**src/rtl/ram_arbiter_sys_if.sv**
```systemverilog
// rtl/ram_arbiter_sys_if.sv - single-port RAM bus between the arbiter and the ram model
// Ports (modport master = arbiter side, slave = RAM side):
//   ren, wen  read/write strobes, master -> slave
//   addr      access address,    master -> slave
//   store     write data,        master -> slave
//   load      read data,         slave -> master
//   ack       one-cycle access-complete pulse, slave -> master
interface ram_arbiter_sys_if #(
  parameter int AW = 32,
  parameter int DW = 32
);
  logic          ren;
  logic          wen;
  logic [AW-1:0] addr;
  logic [DW-1:0] store;
  logic [DW-1:0] load;
  logic          ack;

  modport master (output ren, output wen, output addr, output store, input load, input ack);
  modport slave  (input ren, input wen, input addr, input store, output load, output ack);
endinterface

```
**src/rtl/ram_arbiter_sys.sv**
```systemverilog
// rtl/ram_arbiter_sys.sv - CPU clock divider, round-robin RAM arbiter and sticky system halt
// Ports:
//   CLK, RST                     system clock, asynchronous active-high reset
//   cpuclk                       CPU clock, period CLKDIV CLK cycles
//   req_ren/req_wen/req_addr/req_store  NREQ packed requestor channels (channel i at [i*W +: W])
//   req_ack                      one-cycle completion pulse to the granted channel
//   req_load                     RAM read data broadcast to every channel
//   core_halt, sys_halt          per-core halts, sticky all-cores-halted flag
//   tb_ctrl/tb_ren/tb_wen/tb_addr/tb_store  testbench override channel
//   ram                          RAM bus (master modport)
//   wait_cnt                     per-channel 16-bit saturating wait counters, only with ARB_PERF_EN
module ram_arbiter_sys #(
  parameter int NREQ   = 2,
  parameter int AW     = 32,
  parameter int DW     = 32,
  parameter int CLKDIV = 2
) (
  input  logic               CLK,
  input  logic               RST,
  output logic               cpuclk,
  input  logic [NREQ-1:0]    req_ren,
  input  logic [NREQ-1:0]    req_wen,
  input  logic [NREQ*AW-1:0] req_addr,
  input  logic [NREQ*DW-1:0] req_store,
  output logic [NREQ-1:0]    req_ack,
  output logic [DW-1:0]      req_load,
  input  logic [NREQ-1:0]    core_halt,
  output logic               sys_halt,
  input  logic               tb_ctrl,
  input  logic               tb_ren,
  input  logic               tb_wen,
  input  logic [AW-1:0]      tb_addr,
  input  logic [DW-1:0]      tb_store,
  ram_arbiter_sys_if.master  ram
`ifdef ARB_PERF_EN
  , output logic [NREQ*16-1:0] wait_cnt
`endif
);

  localparam int HALF = CLKDIV / 2;
  localparam int CW   = (HALF > 1) ? $clog2(HALF) : 1;
  localparam int GW   = (NREQ > 1) ? $clog2(NREQ) : 1;

  typedef enum logic {IDLE, GRANT} state_t;

  state_t          state, nxt_state;
  logic [CW-1:0]   count;
  logic [GW-1:0]   grant, nxt_grant, rr_ptr, nxt_rr, grant_inc;
  logic [NREQ-1:0] requesting;
  logic            found;
  int              idx;

  assign requesting = req_ren | req_wen;
  assign req_load   = ram.load;
  assign grant_inc  = (grant == GW'(NREQ - 1)) ? '0 : grant + 1'b1;

  // Clock divider: half-period of HALF CLK cycles.
  always_ff @(posedge CLK or posedge RST) begin
    if (RST) begin
      count  <= '0;
      cpuclk <= 1'b0;
    end else if (count == CW'(HALF - 1)) begin
      count  <= '0;
      cpuclk <= ~cpuclk;
    end else begin
      count <= count + 1'b1;
    end
  end

  always_ff @(posedge CLK or posedge RST) begin
    if (RST) begin
      state  <= IDLE;
      grant  <= '0;
      rr_ptr <= '0;
    end else begin
      state  <= nxt_state;
      grant  <= nxt_grant;
      rr_ptr <= nxt_rr;
    end
  end

  always_comb begin
    nxt_state = state;
    nxt_grant = grant;
    nxt_rr    = rr_ptr;
    found     = 1'b0;
    idx       = 0;
    if (tb_ctrl) begin
      // Override aborts any access in flight; fairness pointer is left alone.
      nxt_state = IDLE;
    end else begin
      case (state)
        IDLE: begin
          for (int k = 0; k < NREQ; k++) begin
            idx = (int'(rr_ptr) + k) % NREQ;
            if (!found && requesting[idx]) begin
              found     = 1'b1;
              nxt_grant = GW'(idx);
            end
          end
          if (found) nxt_state = GRANT;
        end
        GRANT: begin
          // Completion and abandonment both pass the turn to the next channel.
          if (ram.ack || !requesting[grant]) begin
            nxt_state = IDLE;
            nxt_rr    = grant_inc;
          end
        end
        default: nxt_state = IDLE;
      endcase
    end
  end

  always_comb begin
    ram.ren   = 1'b0;
    ram.wen   = 1'b0;
    ram.addr  = '0;
    ram.store = '0;
    req_ack   = '0;
    if (tb_ctrl) begin
      ram.ren   = tb_ren;
      ram.wen   = tb_wen;
      ram.addr  = tb_addr;
      ram.store = tb_store;
    end else if (state == GRANT) begin
      // A write wins when a channel raises both strobes.
      ram.wen   = req_wen[grant];
      ram.ren   = req_ren[grant] & ~req_wen[grant];
      ram.addr  = req_addr[int'(grant)*AW +: AW];
      ram.store = req_store[int'(grant)*DW +: DW];
      if (ram.ack) req_ack[grant] = 1'b1;
    end
  end

  always_ff @(posedge CLK or posedge RST) begin
    if (RST) sys_halt <= 1'b0;
    else if (&core_halt) sys_halt <= 1'b1;
  end

`ifdef ARB_PERF_EN
  always_ff @(posedge CLK or posedge RST) begin
    if (RST) begin
      wait_cnt <= '0;
    end else begin
      for (int i = 0; i < NREQ; i++) begin
        if (requesting[i] && !(state == GRANT && int'(grant) == i) &&
            wait_cnt[i*16 +: 16] != 16'hFFFF)
          wait_cnt[i*16 +: 16] <= wait_cnt[i*16 +: 16] + 16'd1;
      end
    end
  end
`endif

endmodule
```
**src/flat_wrapper.sv**
```systemverilog
// flat-port wrapper written by rule: the top's interface ports become plain ports
module ram_arbiter_sys_flat 
#(
  parameter int NREQ   = 2,
  parameter int AW     = 32,
  parameter int DW     = 32,
  parameter int CLKDIV = 2
)
  (CLK, RST, cpuclk, req_ren, req_wen, req_addr, req_store, req_ack, req_load, core_halt, sys_halt, tb_ctrl, tb_ren, tb_wen, tb_addr, tb_store, ram_ren, ram_wen, ram_addr, ram_store, ram_load, ram_ack);
  ram_arbiter_sys_if #(.AW(AW), .DW(DW)) ram_i ();
  input  logic CLK;
  input  logic RST;
  output logic cpuclk;
  input  logic [NREQ-1:0] req_ren;
  input  logic [NREQ-1:0] req_wen;
  input  logic [NREQ*AW-1:0] req_addr;
  input  logic [NREQ*DW-1:0] req_store;
  output logic [NREQ-1:0] req_ack;
  output logic [DW-1:0] req_load;
  input  logic [NREQ-1:0] core_halt;
  output logic sys_halt;
  input  logic tb_ctrl;
  input  logic tb_ren;
  input  logic tb_wen;
  input  logic [AW-1:0] tb_addr;
  input  logic [DW-1:0] tb_store;
  output wire logic [$bits(ram_i.ren)-1:0] ram_ren;
  output wire logic [$bits(ram_i.wen)-1:0] ram_wen;
  output wire logic [$bits(ram_i.addr)-1:0] ram_addr;
  output wire logic [$bits(ram_i.store)-1:0] ram_store;
  input wire logic [$bits(ram_i.load)-1:0] ram_load;
  input wire logic [$bits(ram_i.ack)-1:0] ram_ack;
  assign ram_ren = ram_i.ren;
  assign ram_wen = ram_i.wen;
  assign ram_addr = ram_i.addr;
  assign ram_store = ram_i.store;
  assign ram_i.load = ram_load;
  assign ram_i.ack = ram_ack;
  ram_arbiter_sys #(.NREQ(NREQ), .AW(AW), .DW(DW), .CLKDIV(CLKDIV)) u_core (.CLK(CLK), .RST(RST), .cpuclk(cpuclk), .req_ren(req_ren), .req_wen(req_wen), .req_addr(req_addr), .req_store(req_store), .req_ack(req_ack), .req_load(req_load), .core_halt(core_halt), .sys_halt(sys_halt), .tb_ctrl(tb_ctrl), .tb_ren(tb_ren), .tb_wen(tb_wen), .tb_addr(tb_addr), .tb_store(tb_store), .ram(ram_i));
endmodule
```
**config.mk**
```make
export PLATFORM = sky130hd
export DESIGN_NAME = ram_arbiter_sys_flat
export DESIGN_NICKNAME = d
export VERILOG_FILES = /design/src/rtl/ram_arbiter_sys_if.sv /design/src/rtl/ram_arbiter_sys.sv /design/src/flat_wrapper.sv
export SDC_FILE = /design/constraint.sdc
export NUM_CORES = 1
export LEC_CHECK = 0
export ABC_CLOCK_PERIOD_IN_PS = 1120
export BUFFER_PORTS_ARGS = -buffer_cell sky130_fd_sc_hd__buf_2
export CAP_MARGIN = 20
export CORE_AREA = 2 2 130 132
export DETAILED_ROUTE_END_ITERATION = 16
export DIE_AREA = 0 0 132 134
export GPL_TIMING_DRIVEN = 1
export PLACE_DENSITY = 0.53
export SYNTH_ARGS = -nofsm -noshare
export SYNTH_HDL_FRONTEND = slang
export SYNTH_SLANG_ARGS = --single-unit
```
**constraint.sdc**
```tcl
create_clock -name CLK -period 1.12 [get_ports CLK]
set_input_delay 0.224 -clock CLK [delete_from_list [all_inputs] [get_ports CLK]]
set_output_delay 0.224 -clock CLK [all_outputs]
set_load 0.05 [all_outputs]
```
==> metrics.txt <==
Die X-Extent 132 um; Core ar. 16290 um^2; clock skew 0.2049 ps; largest net degree at the start of global routing 42; worst-path cell chain buf_12, buf_4, mux2i_2, o21ai_4, buf_6; Rel. slew slack 81.11%; Final Hold Fails 0; remaining antenna violation count after routing 0; H-tree depth 1; r2r worst-path depth 5; hold depth 2; Worst Setup Start Kind flop; post-synthesis cell area 2039 um^2; first-pass GRT wire length 16060 um; post-synthesis sequential area ratio 6.135%; Fillers 1741; commonest cells after routing, fill and taps aside buf_2 (205), nand2_1 (66), buf_4 (55); Iter 0 DRT Violations 75; GR peak layer met2; Final Total Pwr 6108 uW; Post-Synth XOR/XNOR Area 0%; routed len/inst 13.86 um; DRT Pass-1 Iters 4; RePlAce Congestion 0.7110; Final Util 30.80%; HPWL after DPL 8748 um; area fraction in compound gates after synthesis 25.77%; Port Buffers 273; DP Cell Count 772; Leak Pwr 0.002390 uW; FMAX 557.6 MHz; GR Overflow Total 0; via/cell ratio 3.921; WP buf/inv 3; Simple-Gate Fraction of Synth Area 14.85%; Hold EP u_core.sys_halt; final hold slack 203.6 ps; CTS tree done; DP Worst Slack -501.0 ps; reg-to-reg slack, setup -100 ps; sequential cell area 128.9 um^2; Worst R2R End u_core.grant; number of synthesis warnings 0; Crit. End Element output pin; Cell variety after synth 23; Num CTS Buffers 3; CTS Buffer Depth 2; die height 134 um; Max Cap Violations 0; ANT cells 0; Syn Area/Cell 7.207 um^2; Final Cycle Share 160.1%; met3 GRT Util 1.701%; WL final 10810 um; GR Layer Usage met1 12.26%; Syn-to-layout area delta 146.0%; pin slew with the least headroom to its limit 275.5 ps; Worst-path clk slew 30 ps; mux contribution to synthesized area 31.90%; total global-route track usage 11.11%; Worst EP required 900 ps; unrepaired setup endpoints after global routing true; peak supply drop 0.4719 mV; CTS Sinks 5; Multi-input gate area 2202 um^2; critical path arrival 1570 ps; Layout Cells excl Fill 780; Initial Utilization 12.52%; cell count along the critical path 5; clk root buf clkbuf_16; layout cells sized above 1 78.39%; critical path type reg2out; outcome finished with violations; Worst Hold Class in2reg; Worst path top cell family by delay buffers and inverters; DR vias 3058; syn_nets 519; # setup viols final 70; failing checks negative setup slack; Final min period 1793 ps; die area 17690 um^2; slowest stage delay, CP 490 ps; DRC 0; io pins 338; vias in the first global route 3239; commonest non-fill, non-tap cell in the layout buf_2; start of the worst register-to-register path u_core.state; PD cells 1217 nW/um^2; critical path fanouts, max 22; initial antenna violation count 0; cells after synthesis 283; row count 47; grt met2 use 21.96%; min-delay src core_halt[1]; Slew Limit Fails 0; final worst slack -673.4 ps; largest family of logic cells by synthesized area multiplexers; Final #Nets 797; later-pin clock latency in the skew report 230 ps; Slowest-stage cell, CP dfrtp_4; adder-cell share of the synthesized area 0%; Yosys reg bits 5
## through the flow
step                area [um^2]  setup TNS, ps
floorplan                  2633         -17300
global placement           4297         -29130
detailed placement         4297         -29780
CTS                        4918         -41780
global route               5017         -44710
finish                     5017         -41030
## power by group
| part | switching (uW) | internal (uW) | total [uW] | leakage [uW] |
|---|---|---|---|---|
| clock | 121 | 472 | 593 | 0.0000382 |
| sequential | 43.8 | 227 | 271 | 0.0000544 |
| combinational | 2840 | 2410 | 5240 | 0.00230 |
| total | 3000 | 3100 | 6110 | 0.00239 |
## kinds of logic after synthesis
group / after synthesis
DFF: 5
and+or+nand+nor: 76
muxes: 65
AOI/OAI and AO/OA: 78
buffers and inverters: 59
## timing repair
action                     4_1_cts  5_1_grt
hold endpoints to repair         5        0
resized for setup              151       26
setup endpoints to repair       71       71
pin swaps                        1        3
buffers inserted                 4        1
hold buffers                     1        0
## Yosys cell counts
cell      number  area share (%)
nor2b_1        1            0.31
a22oi_1        1            0.37
mux2i_1       65              32
o21ai_1        1            0.25
nand2b_4       1            0.67
nand2b_1       1            0.31
clkbuf_2       3            0.74
buf_6         10             5.5
and3_1         1            0.31
nor2_1         5            0.92
inv_1          4            0.74
a21o_1         2            0.74
clkbuf_1       6             1.1
dfrtp_1        5             6.1
nand2_1       67              12
o31ai_1        1            0.37
a32oi_1        1            0.43
o21ba_2        1            0.49
o41ai_1        1            0.43
o21ai_2       30              13
a21oi_1        1            0.25
o21ai_0       39             9.6
buf_4         36              13
## registers in the layout (all words and copies together) (netlist names)
name	cells
u_core.cpuclk	1
u_core.grant	1
u_core.rr_ptr	1
u_core.sys_halt	1
u_core.state	1
## final cells by class
type	count	share of cell area, %
Clock buffer	4	1.571
Inverter	4	0.2993
Multi-Input combinational cell	219	43.89
Sequential cell	5	2.569
Tap cell	220	5.486
Timing Repair Buffer	328	46.18
## layer usage
metal	vias to the layer above	routed length, um
met2	169	5801
li1	1500	-
met4	0	154
met5	-	0
met1	1375	4111
met3	14	740
## worst max-delay path by stage
stage,startpoint,end,slack [ps]
final,u_core.grant,ram_store[4],-670
after CTS,u_core.grant,ram_store[13],-690
after global placement,u_core.grant,ram_store[6],-490
after detailed placement,u_core.grant,ram_store[1],-500
after floorplan,u_core.state,ram_addr[17],-330
after global routing,u_core.grant,ram_store[2],-730
Note: power is estimated with default switching activity, not from simulation.
